===== src/rtl/arith_pkg.sv =====
// Shared arithmetic definitions for the sequential divider.
package arith_pkg;

    // Divider control states.
    typedef enum logic [1:0] {
        IDLE,
        CALC,
        FIX,
        DONE
    } div_state_t;

    // Width of an iteration counter that must hold values 0..n.
    function automatic int cnt_width(input int n);
        return $clog2(n + 1);
    endfunction

endpackage


===== src/rtl/nr_div_step.sv =====
// One combinational non-restoring division iteration on {P,Q}.
module nr_div_step #(
    parameter int N = 32
) (
    input  logic [N:0]   i_p,     // signed partial remainder
    input  logic [N-1:0] i_q,     // quotient bits developed so far / remaining dividend bits
    input  logic [N:0]   i_dmag,  // divisor magnitude
    output logic [N:0]   o_p,
    output logic [N-1:0] o_q
);

    logic [N:0] w_shift;

    // Shift {P,Q} left by one. P stays within [-D, D), so 2P+bit fits in
    // N+1 bits and dropping the old sign bit loses nothing.
    assign w_shift = {i_p[N-1:0], i_q[N-1]};

    // Subtract while the remainder is non-negative, otherwise add back.
    assign o_p = i_p[N] ? (w_shift + i_dmag) : (w_shift - i_dmag);

    // The new quotient bit is 1 when the new remainder is non-negative.
    assign o_q = {i_q[N-2:0], ~o_p[N]};

endmodule


===== src/rtl/seq_divider.sv =====
// Multi-cycle signed divider: truncating quotient and dividend-signed
// remainder, one quotient bit per clock via non-restoring iteration.
module seq_divider
    import arith_pkg::*;
#(
    parameter int N = 32
) (
    input  logic         clk,
    input  logic         rst_n,
    input  logic         start,
    input  logic [N-1:0] dividend,
    input  logic [N-1:0] divisor,
    output logic         busy,
    output logic         done,
    output logic [N-1:0] quotient,
    output logic [N-1:0] remainder,
    output logic         div_by_zero
);

    localparam int CW = cnt_width(N);

    div_state_t    r_state;
    logic [CW-1:0] r_cnt;
    logic [N:0]    r_p;        // signed partial remainder
    logic [N-1:0]  r_q;        // |dividend| on entry, quotient magnitude on exit
    logic [N:0]    r_dmag;     // |divisor|
    logic          r_q_neg;    // operand signs differ
    logic          r_r_neg;    // dividend negative
    logic          r_dz_cap;   // captured divisor was zero

    logic          r_busy;
    logic          r_done;
    logic [N-1:0]  r_quot;
    logic [N-1:0]  r_rem;
    logic          r_dz;

    logic [N-1:0]  w_dvd_mag;
    logic [N:0]    w_dvs_mag;
    logic          w_dvs_zero;
    logic [N:0]    w_p_next;
    logic [N-1:0]  w_q_next;
    logic [N-1:0]  w_rem_mag;
    logic [N-1:0]  w_quot;
    logic [N-1:0]  w_rem;

    // Operand magnitudes; -2^(N-1) maps to 2^(N-1), which is still exact
    // when read as an unsigned N-bit value.
    assign w_dvd_mag  = dividend[N-1] ? -dividend : dividend;
    assign w_dvs_mag  = {1'b0, (divisor[N-1] ? -divisor : divisor)};
    assign w_dvs_zero = (divisor == '0);

    nr_div_step #(.N(N)) u_step (
        .i_p    (r_p),
        .i_q    (r_q),
        .i_dmag (r_dmag),
        .o_p    (w_p_next),
        .o_q    (w_q_next)
    );

    // Final correction: a negative partial remainder gets the divisor added
    // back. The corrected value lies in [0, D), so N bits suffice. On a
    // divide by zero no iteration ran and r_q still holds |dividend|, which
    // is exactly the remainder magnitude to report.
    assign w_rem_mag = r_dz_cap ? r_q
                     : (r_p[N] ? (r_p[N-1:0] + r_dmag[N-1:0]) : r_p[N-1:0]);
    assign w_quot    = r_dz_cap ? '1 : (r_q_neg ? -r_q : r_q);
    assign w_rem     = r_r_neg ? -w_rem_mag : w_rem_mag;

    // Control FSM and datapath registers.
    // NOTE: every register here is assigned with <= so that all state
    // updates in a cycle see the pre-edge values; mixing in = would make the
    // result depend on statement order.
    always_ff @(posedge clk or negedge rst_n) begin
        if (!rst_n) begin
            r_state  <= IDLE;
            r_cnt    <= '0;
            r_p      <= '0;
            r_q      <= '0;
            r_dmag   <= '0;
            r_q_neg  <= 1'b0;
            r_r_neg  <= 1'b0;
            r_dz_cap <= 1'b0;
            r_busy   <= 1'b0;
            r_done   <= 1'b0;
            r_quot   <= '0;
            r_rem    <= '0;
            r_dz     <= 1'b0;
        end else begin
            case (r_state)
                IDLE: begin
                    if (start) begin
                        r_p      <= '0;
                        r_q      <= w_dvd_mag;
                        r_dmag   <= w_dvs_mag;
                        r_q_neg  <= dividend[N-1] ^ divisor[N-1];
                        r_r_neg  <= dividend[N-1];
                        r_dz_cap <= w_dvs_zero;
                        r_cnt    <= CW'(N);
                        r_busy   <= 1'b1;
                        r_dz     <= 1'b0;
                        r_state  <= w_dvs_zero ? FIX : CALC;
                    end
                end
                CALC: begin
                    r_p   <= w_p_next;
                    r_q   <= w_q_next;
                    r_cnt <= r_cnt - CW'(1);
                    if (r_cnt == CW'(1)) begin
                        r_state <= FIX;
                    end
                end
                FIX: begin
                    r_quot  <= w_quot;
                    r_rem   <= w_rem;
                    r_dz    <= r_dz_cap;
                    r_done  <= 1'b1;
                    r_state <= DONE;
                end
                DONE: begin
                    r_done  <= 1'b0;
                    r_busy  <= 1'b0;
                    r_state <= IDLE;
                end
                default: begin
                    r_state <= IDLE;
                end
            endcase
        end
    end

    assign busy        = r_busy;
    assign done        = r_done;
    assign quotient    = r_quot;
    assign remainder   = r_rem;
    assign div_by_zero = r_dz;

endmodule


===== config.mk =====
export PLATFORM = sky130hd
export DESIGN_NAME = seq_divider
export DESIGN_NICKNAME = d
export VERILOG_FILES = /design/src/rtl/arith_pkg.sv /design/src/rtl/nr_div_step.sv /design/src/rtl/seq_divider.sv
export SDC_FILE = /design/constraint.sdc
export NUM_CORES = 1
export LEC_CHECK = 0
export ABC_AREA = 1
export BUFFER_PORTS_ARGS = -buffer_cell sky130_fd_sc_hd__buf_2
export CAP_MARGIN = 0
export CORE_MARGIN = 5
export CORE_UTILIZATION = 50
export DETAILED_ROUTE_END_ITERATION = 12
export PLACE_DENSITY = 0.66
export SYNTH_ARGS = -nofsm -noshare
export SYNTH_HDL_FRONTEND = slang
export SYNTH_SLANG_ARGS = --single-unit

===== constraint.sdc =====
create_clock -name clk -period 4.5 [get_ports clk]
set_input_delay 0 -clock clk [delete_from_list [all_inputs] [get_ports clk]]
set_output_delay 0 -clock clk [all_outputs]
set_load 0.02 [all_outputs]

* Yosys cells after proc, flatten, opt, wreduce, memory -nomap -nowiden *
Cells that the tools add are included.

word-level totals
  word-level logic and storage cells = 63
  output and inout port bits = 67
  register bits = 175

cells by class
  eq/ne operators = 6
  add/subtract/negate cells = 8
  reductions and logical operators = 11
  multiplexer cells = 23
  bitwise gates (word level) = 2

operators with widths
  kind                                              count
  two-way mux 32 bit                                8
  negation 32 bit                                   4
  two-way mux 33 bit                                2
  one-hot mux 33 bit (2 select lines)               1
  one-hot mux 32 bit (2 select lines)               1
  adder 33 x 32 -> 33 bit                           1
  subtractor 33 x 32 -> 33 bit                      1
  adder 32 bit                                      1
  zero test 32 bit                                  1
  one-hot mux 6 bit (2 select lines)                1
  AND reduction 2 bit                               5
  one-hot mux 2 bit (4 select lines)                1
  nonzero test 2 bit                                4
  == test 6 x 1 -> 1 bit, second input constant     1
  two-way mux 2 bit                                 3
  two-way mux 6 bit                                 1
  one-hot mux 1 bit (2 select lines)                3
  subtractor 6 x 1 -> 6 bit, second input constant  1
  == test 2 bit, second input constant              2
  != test 2 bit, second input constant              2
  == test 2 x 1 -> 1 bit, second input constant     1
  zero test 2 bit                                   1
  two-way mux 1 bit                                 2
  inverter 1 bit                                    1
  bitwise XOR 1 bit                                 1

* Depth between registers and ports, before layout *
Gate-level depths: netlist of the first run.

  word-level depth = 5
  gate-level depth with buffers = 25

* Cells and area by module *
A second synthesis of the first run with hierarchy kept.

second synthesis, totals
  cell total of the unflattened synthesis = 2669
  area total of the unflattened synthesis = 16579.7 µm²

by module, submodules not included
  module       cells an instance  area each (µm²)  times used
  seq_divider  1966               13051.3          1
  nr_div_step  703                3528.4           1

* Least setup slack after synthesis of the first run *
OpenSTA, ideal clock, no wires.

  path kind = register -> register
  start point = register r_p[32]
  end point = register r_p[22]
  cell stages (with the launch flop) = 24
  arrival = 3371 ps
  period minus slack after synthesis = 3489 ps
  path slack = 1011 ps
  path buffers = 5
  setup time = 118 ps
  required time = 4382 ps
  cell sequence = dfrtp_1 -> buf_4 -> buf_6 -> buf_4 -> clkbuf_1 -> buf_1 -> nand2_1 -> o21ai_0 -> inv_1 -> fa_1 -> inv_1 -> nand3_1 -> nand2_1 -> nand2_1 -> a21oi_2 -> a31oi_1 -> o21ai_0 -> a21oi_1 -> o21bai_1 -> nand2_1 -> nand2_1 -> nand2_1 -> nand3_1 -> nand2_1

on the way
  word-level cells in the longest chain between the ends = 2

ends and longest elaborated chain
  what                                 line                source
  start: declaration                   seq_divider.sv:24   logic [N:0] r_p;
  start signal: assignment             seq_divider.sv:105  r_p <= w_p_next;
  two-way mux 33 bit                   nr_div_step.sv:19   assign o_p = i_p[N] ? (w_shift + i_dmag) : (w_shift - i_dmag);
  one-hot mux 33 bit (2 select lines)  seq_divider.sv:89   case (r_state)

Every way passes these cells.
A chain may end at the register's enable or synchronous reset.

* Worst setup path after layout of the first run *
  start point = register r_dmag[11]
  end point = register r_q[0]

on the way
  word-level cells in the longest chain between the ends = 4
  elaborated cells on any way between the ends = 5
  those cells by class = 2 x add/sub; 2 x mux; 1 x bitwise

ends and longest elaborated chain
  what                                                                     line                source
  start: declaration                                                       seq_divider.sv:26   logic [N:0] r_dmag;
  start signal: assignment                                                 seq_divider.sv:94   r_dmag <= w_dvs_mag;
  subtractor 33 x 32 -> 33 bit or adder 33 x 32 -> 33 bit (tied branches)  nr_div_step.sv:19
  two-way mux 33 bit *                                                     nr_div_step.sv:19
  inverter 1 bit *                                                         nr_div_step.sv:22   assign o_q = {i_q[N-2:0], ~o_p[N]};
  one-hot mux 32 bit (2 select lines) *                                    seq_divider.sv:89
  end signal: assignment                                                   seq_divider.sv:93   r_q <= w_dvd_mag;
  end signal: assignment                                                   seq_divider.sv:106  r_q <= w_q_next;
  end: declaration                                                         seq_divider.sv:25   logic [N-1:0] r_q;

Every way passes the cells marked *; elsewhere a longest branch is shown, timed or not.

==> impl_metrics.tcl, run 1 <==
set metrics [dict create \
    clock_path_buffers 2 \
    synth-edff-count 0 \
    async_flop_share 1.00 \
    cts_setup_buffers 0 \
    finalClockSkew_ps 18.7 \
    numCtsBuffers 17 \
    antenna_found_initial 0 \
    fin_crit_ps 3980 \
    routedWlPerCell_um 18.8 \
    ant_nets 0 \
    yosys.area.top_type "dfrtp_1" \
    synth_nets 2543 \
    fin_crit_sh 0.884 \
    critPathRequiredTime_ps 4840 \
    grt_max_degree 110 \
    tns_ps 0 \
    synthTopCellsByCount "nand2_1, inv_1, nor2_1, o21ai_0, dfrtp_1" \
    hold_ws_ps 14.0 \
    drt_wl_total_um 55900 \
    clockRootBuffer "clkbuf_16" \
    maxSlewHeadroom 0.311 \
    cap_violations 0 \
    hold_class "primary input to register" \
    start_util 0.505 \
    start_kind "register" \
    clk_pin_slew_ps 70 \
    synth.most_common_cell "nand2_1" \
    fp-row-count 64 \
    combPwrFrac 0.688 \
    maxSlewViolCount 0 \
    grt_pass1_vias 15700 \
    dieHeight_um 185 \
    worst_pin_slew_ps 1030 \
    grt_setup_unrepaired "false" \
    endpoint_kind "register" \
    hold_viol 0 \
    fmax_mhz 252 \
    ys_ff_latch 175 \
    mappedNetlistArea_mm2 0.0154 \
    cts_sinks 175 \
    worstSetupPathType "register to register" \
    critPathMaxFanout 5 \
    instances_no_fill 2968 \
    dieArea_mm2 0.0343 \
    layout-drive-gt1-share 0.0980 \
    drcViolationCount 0 \
    clk_latency_ps 470 \
    internal_power_w 0.00669 \
    num_io_pins 134 \
    area_growth_pct 14.6 \
    drtIter0Drc 1507 \
    synth_top_flop_cell "dfrtp_1" \
    dr.pass1.iters 6 \
    worstPathArrival_ps 4320 \
    ys_warn_count 0 \
    grt_overflow 0 \
    fin_ws_ps 524 \
    p_switching_w 0.00907 \
    dp_hpwl_um 43600 \
    ys_seq_area_frac 0.285 \
    p_clk_frac 0.102 \
    n_antenna_cell 0 \
    dp_cells 2876 \
    viasPerCell 5.65 \
    synth_area_leaders "dfrtp_1, nand2_1, inv_1" \
    peakVddDrop_mv 0.379 \
    netlist_instances 2400 \
    portBuffers 133 \
    avgSynthCellArea_um2 6.40 \
    p_leak_nw 8.91 \
    status "complete, no violations" \
    fin_nets 2702 \
    core_mm2 0.0304 \
    grt_pass1_wl_um 87200 \
    die_w_um 185 \
    power.density_mw_per_mm2 895 \
    setup_viol 0 \
    htreeDepth 4 \
    vias 16800 \
    power_frac_seq 0.210 \
    synth_top_area_frac 0.285 \
    power.share.switching 0.576 \
    cts_tree "yes" \
    synth.distinct_cells 56 \
    gp_congestion 0.978 \
    post-place-ws_ps 579 \
    grt.total_usage 0.326 \
]
==> kinds of logic after synthesis <==
| logic type | Yosys count | synth area share |
|---|---|---|
| compound gates | 491 | 0.176 |
| flops | 175 | 0.285 |
| fa+ha+maj | 76 | 0.0629 |
| buf+inv | 408 | 0.102 |
| simple gates | 1155 | 0.320 |
| xor+xnor | 95 | 0.0541 |
==> critical path, stage by stage, from the launching register on <==
cell and delay [ps]:
dfrtp_1 430, or2_1 270, nor3_2 100, inv_1 90, nor4_2 340, nand2_1 130, nor3_1 150, inv_1 100
nor2_1 160, nand3_1 140, nand2_1 140, o21ai_1 90, xor2_1 180, ha_1 350, inv_1 90, o21ai_0 150
a221oi_1 280, o21ai_0 120, a21oi_1 210, inv_1 60, nand2_1 60, nand3_1 80, and2_1 140
==> through the flow <==
step                      area, um^2   util  total power [W]
final                          17600  0.579           0.0158
after global routing           17600  0.579           0.0172
after CTS                      17600  0.579           0.0156
after detailed placement       16400  0.539           0.0139
after global placement         16400  0.539           0.0138
after floorplan                15400      -           0.0105
==> routing by layer <==
metal / share of wire / wire length [um] / vias up / global-route usage
met4: 0.025 / 1400 / 0 / 0.0931
met5: 0 / 0 / - / 0
met1: 0.46 / 25800 / 7861 / 0.477
met2: 0.44 / 24300 / 666 / 0.492
li1: - / - / 8153 / -
met3: 0.078 / 4360 / 80 / 0.0589
==> registers in the layout, indices dropped and copies added (netlist names) <==
signal and count:
r_dz_cap 1, r_q 32, busy 1, remainder 32
r_q_neg 1, r_dmag 32, div_by_zero 1, r_p 33
r_r_neg 1, r_cnt 6, r_state 2, quotient 32
done 1
==> worst paths after layout <==
path                                              to                       from  slack [ps]  cells after the start
max                               r_q[0]$_DFFE_PN0P_     r_dmag[11]$_DFFE_PN0P_         520                     22
min                               r_q[5]$_DFFE_PN0P_                dividend[5]          10                      4
max reg2reg                       r_q[0]$_DFFE_PN0P_     r_dmag[11]$_DFFE_PN0P_         520                     22
min reg2reg                remainder[20]$_DFFE_PN0P_  remainder[20]$_DFFE_PN0P_         470                      2
max in group asynchronous     r_dmag[31]$_DFFE_PN0P_                      rst_n        3340                      3
min in group asynchronous  remainder[22]$_DFFE_PN0P_                      rst_n         110                      2
==> placed cells by master, fill, tap and decap left out, types with 7 or more instances in the layout <==
cell type and n:
nand2_1 621, inv_1 333, nor2_1 237, o21ai_0 212
dfrtp_1 175, a21oi_1 160, nand3_1 147, buf_2 132
ha_1 73, xor2_1 65, dlygate4sd3_1 60, nor3_1 44
nand4_1 31, xnor2_1 30, a31oi_1 26, o211ai_1 21
nor2_2 20, clkbuf_16 17, buf_4 17, nand2_2 16
o22ai_1 16, o21ai_1 13, o31ai_1 8, nor3_2 7
nor4_1 7
==> power by group through the flow <==
stage               clock network (W)  logic [W]  registers, W
floorplan                           0    0.00730       0.00324
global placement                    0     0.0105       0.00326
detailed placement                  0     0.0106       0.00328
CTS                           0.00163     0.0107       0.00326
global route                  0.00170     0.0121       0.00338
finish                        0.00161     0.0108       0.00331
==> final cells by class <==
type                            count  area, um^2
Fill cell                        3046       12800
Multi-Input combinational cell   1817        9430
Sequential cell                   175        4380
Timing Repair Buffer              211        1420
Inverter                          337        1270
Tap cell                          396         495
Clock buffer                       21         460
Clock inverter                     11         155
==> repair_timing <==
action | 4_1_cts | 5_1_grt
hold endpoints to repair | 121 | 0
gates resized for setup | 0 | 0
hold buffers | 60 | 0
(Power assumes the default switching activity.)
==> run 2, diff against run 1 <==
- CELL_PAD_IN_SITES_DETAIL_PLACEMENT: default -> 1
- CELL_PAD_IN_SITES_GLOBAL_PLACEMENT: default -> 2
- CORE_UTILIZATION: 50 -> 34
- GPL_TIMING_DRIVEN: default -> 0
- PLACE_DENSITY: 0.66 -> 0.8
==> impl_metrics.tcl, run 2 (synthesis results as in run 1) <==
set metrics [dict create \
    maxSlewHeadroom 0.476 \
    hold_class "primary input to register" \
    grt_setup_unrepaired "false" \
    cts_sinks 175 \
    maxSlewViolCount 0 \
    portBuffers 133 \
    final_core_util 0.406 \
    peakVddDrop_mv 0.323 \
    cts_tree "yes" \
    clock_path_buffers 2 \
    placed_cell_area_mm2 0.0168 \
    cap_violations 0 \
    grt_overflow 0 \
    gp_congestion 0.925 \
    clk_latency_ps 500 \
    wl_met2_um 29800 \
    fin_crit_ps 4180 \
    nFillCells 5908 \
    status "complete, no violations" \
    drcViolationCount 0 \
    dieArea_mm2 0.0495 \
    holdPathStages 5 \
    grt_pass1_wl_um 102000 \
    dr.pass1.iters 6 \
    grt_max_degree 113 \
    endpoint_kind "register" \
    critPathMaxFanout 5 \
    start_kind "register" \
    area_growth_pct 17.6 \
    fmax_mhz 239 \
    multi_input_area_mm2 0.00943 \
    hold-path-endpoint "r_q[25]$_DFFE_PN0P_" \
    min-delay-start "dividend[25]" \
    r2r_slack_ps 320 \
    routedWlPerCell_um 20.6 \
    stdcell_area_mm2 0.0181 \
    power_frac_seq 0.209 \
    regArea_mm2 0.00438 \
    clockRootBuffer "clkbuf_16" \
    antenna_found_initial 0 \
    setup_viol 0 \
    p_leak_nw 8.99 \
    p_switching_w 0.00967 \
    largest_register_ffs 33 \
    hold_viol 0 \
    fin_nets 2763 \
    dieHeight_um 223 \
    combPwrFrac 0.699 \
    final_cell_mix "nand2_1, inv_1, nor2_1" \
    vias 16800 \
    power.density_mw_per_mm2 898 \
    r2r_end "r_q[0]$_DFFE_PN0P_" \
    die_w_um 223 \
    htreeDepth 4 \
    timing.rr.start "r_dmag[1]$_DFFE_PN0P_" \
    grt_pass1_vias 17200 \
    regMostFlops "r_p" \
    critPathRequiredTime_ps 4890 \
    internal_power_w 0.00656 \
    power.share.switching 0.596 \
    n_antenna_cell 0 \
    worstSetupPathType "register to register" \
    worst_pin_slew_ps 787 \
    start_util 0.345 \
    top_layer "met4" \
    grt.total_usage 0.263 \
    numCtsBuffers 17 \
    final_common_cell "nand2_1" \
    p_clk_frac 0.092 \
    layout-drive-gt1-share 0.0946 \
    wl_met1_um 32500 \
    instances_no_fill 3225 \
    fin_crit_sh 0.930 \
    ant_nets 0 \
    tns_ps 0 \
    drt_wl_total_um 66300 \
    dp_cells 3126 \
    worstPathArrival_ps 4570 \
    dr_wl_met3_um 2870 \
    drtIter0Drc 1017 \
    clk_pin_slew_ps 80 \
    rr_worst_depth 21 \
    core_mm2 0.0445 \
    fp-row-count 77 \
    num_io_pins 134 \
    viasPerCell 5.22 \
    finalClockSkew_ps 15.1 \
    dp_hpwl_um 54800 \
]
## run 2: cell count changes in the layout (fill, tap and decap cells not counted), moves of 2 or more
cell           change
buf_2              +7
bufinv_16          -3
inv_6              +2
dlygate4sd3_1      +9
buf_1              +5
clkbuf_1          +49
buf_4             -13
clkinv_4           +2
## run 2: stage by stage
step / hold WS, ps / power, W / setup slack, ps
6_report: 60.4 / 0.0162 / 317
2_1_floorplan: -296 / 0.0105 / 1010
3_3_place_gp: 325 / 0.0143 / -333
4_1_cts: 10.3 / 0.0162 / 28.5
3_5_place_dp: 4.65 / 0.0145 / -372
5_1_grt: 68.3 / 0.0177 / 4.73
## run 2: cell type report
cell class              instances  area share
clock inverters                14     0.00692
inverters                     337      0.0701
plain buffers                  68      0.0161
multi-input cells            1817       0.522
well taps                     592      0.0410
flip-flops and latches        175       0.242
repair buffers                204      0.0775
clock buffers                  18      0.0243
## run 2: critical path, cell delays in order (launching register included)
cell and delay, ps:
dfrtp_1 520, nor2_1 240, nand4_1 220, nor4_4 290, nand2_1 130, nor3_1 150
inv_1 90, nor2_1 160, nand3_1 120, nand2_1 140, o21ai_1 100, xor2_1 210
ha_1 330, inv_1 100, o21ai_0 130, a221oi_1 270, o21ai_0 160, a21oi_2 170
inv_1 60, nand2_1 60, nand3_1 200, and2_1 240
## run 2: how the worst max path moves through the flow
stage / from / to / cells after the start
6_report: r_dmag[1]$_DFFE_PN0P_ / r_q[0]$_DFFE_PN0P_ / 21
3_5_place_dp: r_p[32]$_DFFE_PN0P_ / r_p[32]$_DFFE_PN0P_ / 23
3_3_place_gp: r_p[32]$_DFFE_PN0P_ / r_p[32]$_DFFE_PN0P_ / 23
4_1_cts: r_p[32]$_DFFE_PN0P_ / r_p[32]$_DFFE_PN0P_ / 19
2_1_floorplan: r_p[32]$_DFFE_PN0P_ / r_p[22]$_DFFE_PN0P_ / 23
5_1_grt: r_dmag[2]$_DFFE_PN0P_ / r_q[0]$_DFFE_PN0P_ / 23
## run 2: timing repair
item / 4_1_cts / 5_1_grt
endpoints found under the hold margin: 128 / 0
pin swaps: 0 / 1
resized for setup: 1 / 4
buffers inserted: 0 / 1
endpoints found under the setup margin: 13 / 14
hold buffers: 69 / 0
## run 2: power by group through the flow
stage	Combinational, W	Clock [W]	Sequential, W
floorplan	0.00730	0	0.00324
global placement	0.0109	0	0.00334
detailed placement	0.0112	0	0.00336
CTS	0.0113	0.00155	0.00334
global route	0.0126	0.00160	0.00345
finish	0.0113	0.00150	0.00339
## run 2: routing by layer
metal,global-route usage,vias to the layer above
met4,0.0652,0
met1,0.386,8189
met2,0.415,330
met5,0,-
met3,0.0311,48
li1,-,8276
==> run 3, diff against run 2 <==
- CAP_MARGIN: 0 -> 20
- CORE_UTILIZATION: 34 -> 36
- PLACE_DENSITY: 0.8 -> 0.84
- clock period: 4.5 -> 5.3 ns (I/O delays scaled with it)
==> impl_metrics.tcl, run 3 (synthesis results as in run 1) <==
set metrics [dict create \
    worst_pin_slew_ps 952 \
    antenna_found_initial 1 \
    hold_class "primary input to async pin" \
    p_leak_nw 8.98 \
    grt_pass1_vias 17600 \
    placed_cell_area_mm2 0.0167 \
    viasPerCell 5.38 \
    final_core_util 0.427 \
    layout-drive-gt1-share 0.0927 \
    worstPathArrival_ps 5240 \
    clockRootBuffer "clkbuf_16" \
    dp_hpwl_um 54200 \
    gp_congestion 0.927 \
    dieHeight_um 217 \
    grt_setup_unrepaired "false" \
    grt.total_usage 0.282 \
    cts_sinks 175 \
    finalClockSkew_ps 10.5 \
    clk_pin_slew_ps 70 \
    setup_viol 0 \
    maxSlewViolCount 0 \
    start_util 0.365 \
    clock_path_buffers 2 \
    peakVddDrop_mv 0.248 \
    hold_viol 0 \
    maxSlewHeadroom 0.365 \
    fmax_mhz 206 \
    largest_register_ffs 33 \
    grt_pass1_wl_um 102000 \
    numCtsBuffers 17 \
    clk_latency_ps 490 \
    fin_nets 2764 \
    start_kind "register" \
    nFillCells 5606 \
    post-place-ws_ps 66.6 \
    cap_violations 0 \
    area_growth_pct 17.1 \
    drt_wl_total_um 66400 \
    status "complete, no violations" \
    routedWlPerCell_um 20.9 \
    portBuffers 133 \
    drtIter0Drc 1118 \
    num_io_pins 134 \
    fin_ws_ps 444 \
    die_w_um 217 \
    dieArea_mm2 0.0469 \
    vias 17100 \
    grt_overflow 0 \
    fin_crit_sh 0.916 \
    drcViolationCount 0 \
    r2r_slack_ps 440 \
    final_common_cell "nand2_1" \
    critPathMaxFanout 10 \
    tns_ps 0 \
    final_cell_mix "nand2_1, inv_1, nor2_1" \
    fin_crit_ps 4860 \
    stdcell_area_mm2 0.0180 \
    core_mm2 0.0421 \
    dr.pass1.iters 5 \
    dp_cells 3073 \
    regMostFlops "r_p" \
    fp-row-count 75 \
    critPathRequiredTime_ps 5690 \
    grt_max_degree 114 \
    endpoint_kind "register" \
    htreeDepth 4 \
    cts_tree "yes" \
    ant_nets 0 \
    power.density_mw_per_mm2 768 \
    instances_no_fill 3173 \
    worstSetupPathType "register to register" \
]
## run 3: cell count changes in the layout (fill, tap and decap cells not counted), moves of 2 or more
cell and delta:
inv_8 -3, inv_6 +2, buf_1 +2, clkinv_4 -2
## run 3: metrics by stage
| stage | hold WS, ps | power (W) |
|---|---|---|
| finish | 13.0 | 0.0138 |
| floorplan | -296 | 0.00895 |
| CTS | 0.781 | 0.0137 |
| detailed placement | -34.3 | 0.0123 |
| global placement | 325 | 0.0121 |
| global route | 49.6 | 0.0150 |
## run 3: worst max-delay path, stage by stage, from the launching register on
cell,delay [ps]
dfrtp_1,370
buf_4,170
inv_4,110
buf_2,220
buf_1,530
clkbuf_1,510
o31ai_1,180
xnor2_1,170
ha_1,380
nand2_1,110
nor2_1,200
nand2_1,80
o21ai_1,280
nand2_1,190
o21ai_1,360
a21oi_1,180
nand3_1,110
nand3_1,290
and2_1,280
## run 3: where the power goes
part | switching [W] | internal [W]
Combinational | 0.00672 | 0.00296
Clock | 0.000621 | 0.000673
Sequential | 0.000857 | 0.00199
Total | 0.00820 | 0.00562
## run 3: area by class of cell
type	instances	area (um^2)	area share
antenna	1	2.50	0.000139
buffer	70	300	0.0167
clock buffer	20	457	0.0254
clock inverter	11	105	0.00584
inverter	337	1270	0.0704
multi-input combinational	1817	9420	0.523
sequential	175	4380	0.243
tap	539	674	0.0375
timing repair buffer	203	1390	0.0775
## run 3: path summary, 6_finish.rpt
kind                                           start                        end  cells after the start
hold reg to reg            remainder[26]$_DFFE_PN0P_  remainder[26]$_DFFE_PN0P_                      2
min in group clk                         dividend[2]         r_q[2]$_DFFE_PN0P_                      5
max in group asynchronous                      rst_n        r_q[20]$_DFFE_PN0P_                      3
setup reg to reg                 r_p[32]$_DFFE_PN0P_         r_q[0]$_DFFE_PN0P_                     18
hold / removal                                 rst_n        r_p[27]$_DFFE_PN0P_                      2
setup / recovery                 r_p[32]$_DFFE_PN0P_         r_q[0]$_DFFE_PN0P_                     18
## run 3: repair_timing
item                                    4_1_cts  5_1_grt
endpoints found under the setup margin        0        5
buffers inserted                              0        0
gates resized for setup                       0        0
hold buffers                                 69        0
endpoints found under the hold margin       151        0
## run 3: layer usage
metal | part of all wire | global-route usage | vias up
met4 | 0.026 | 0.0827 | 0
met1 | 0.48 | 0.393 | 8366
li1 | - | - | 8261
met5 | 0 | 0 | -
met3 | 0.053 | 0.0554 | 82
met2 | 0.44 | 0.446 | 376
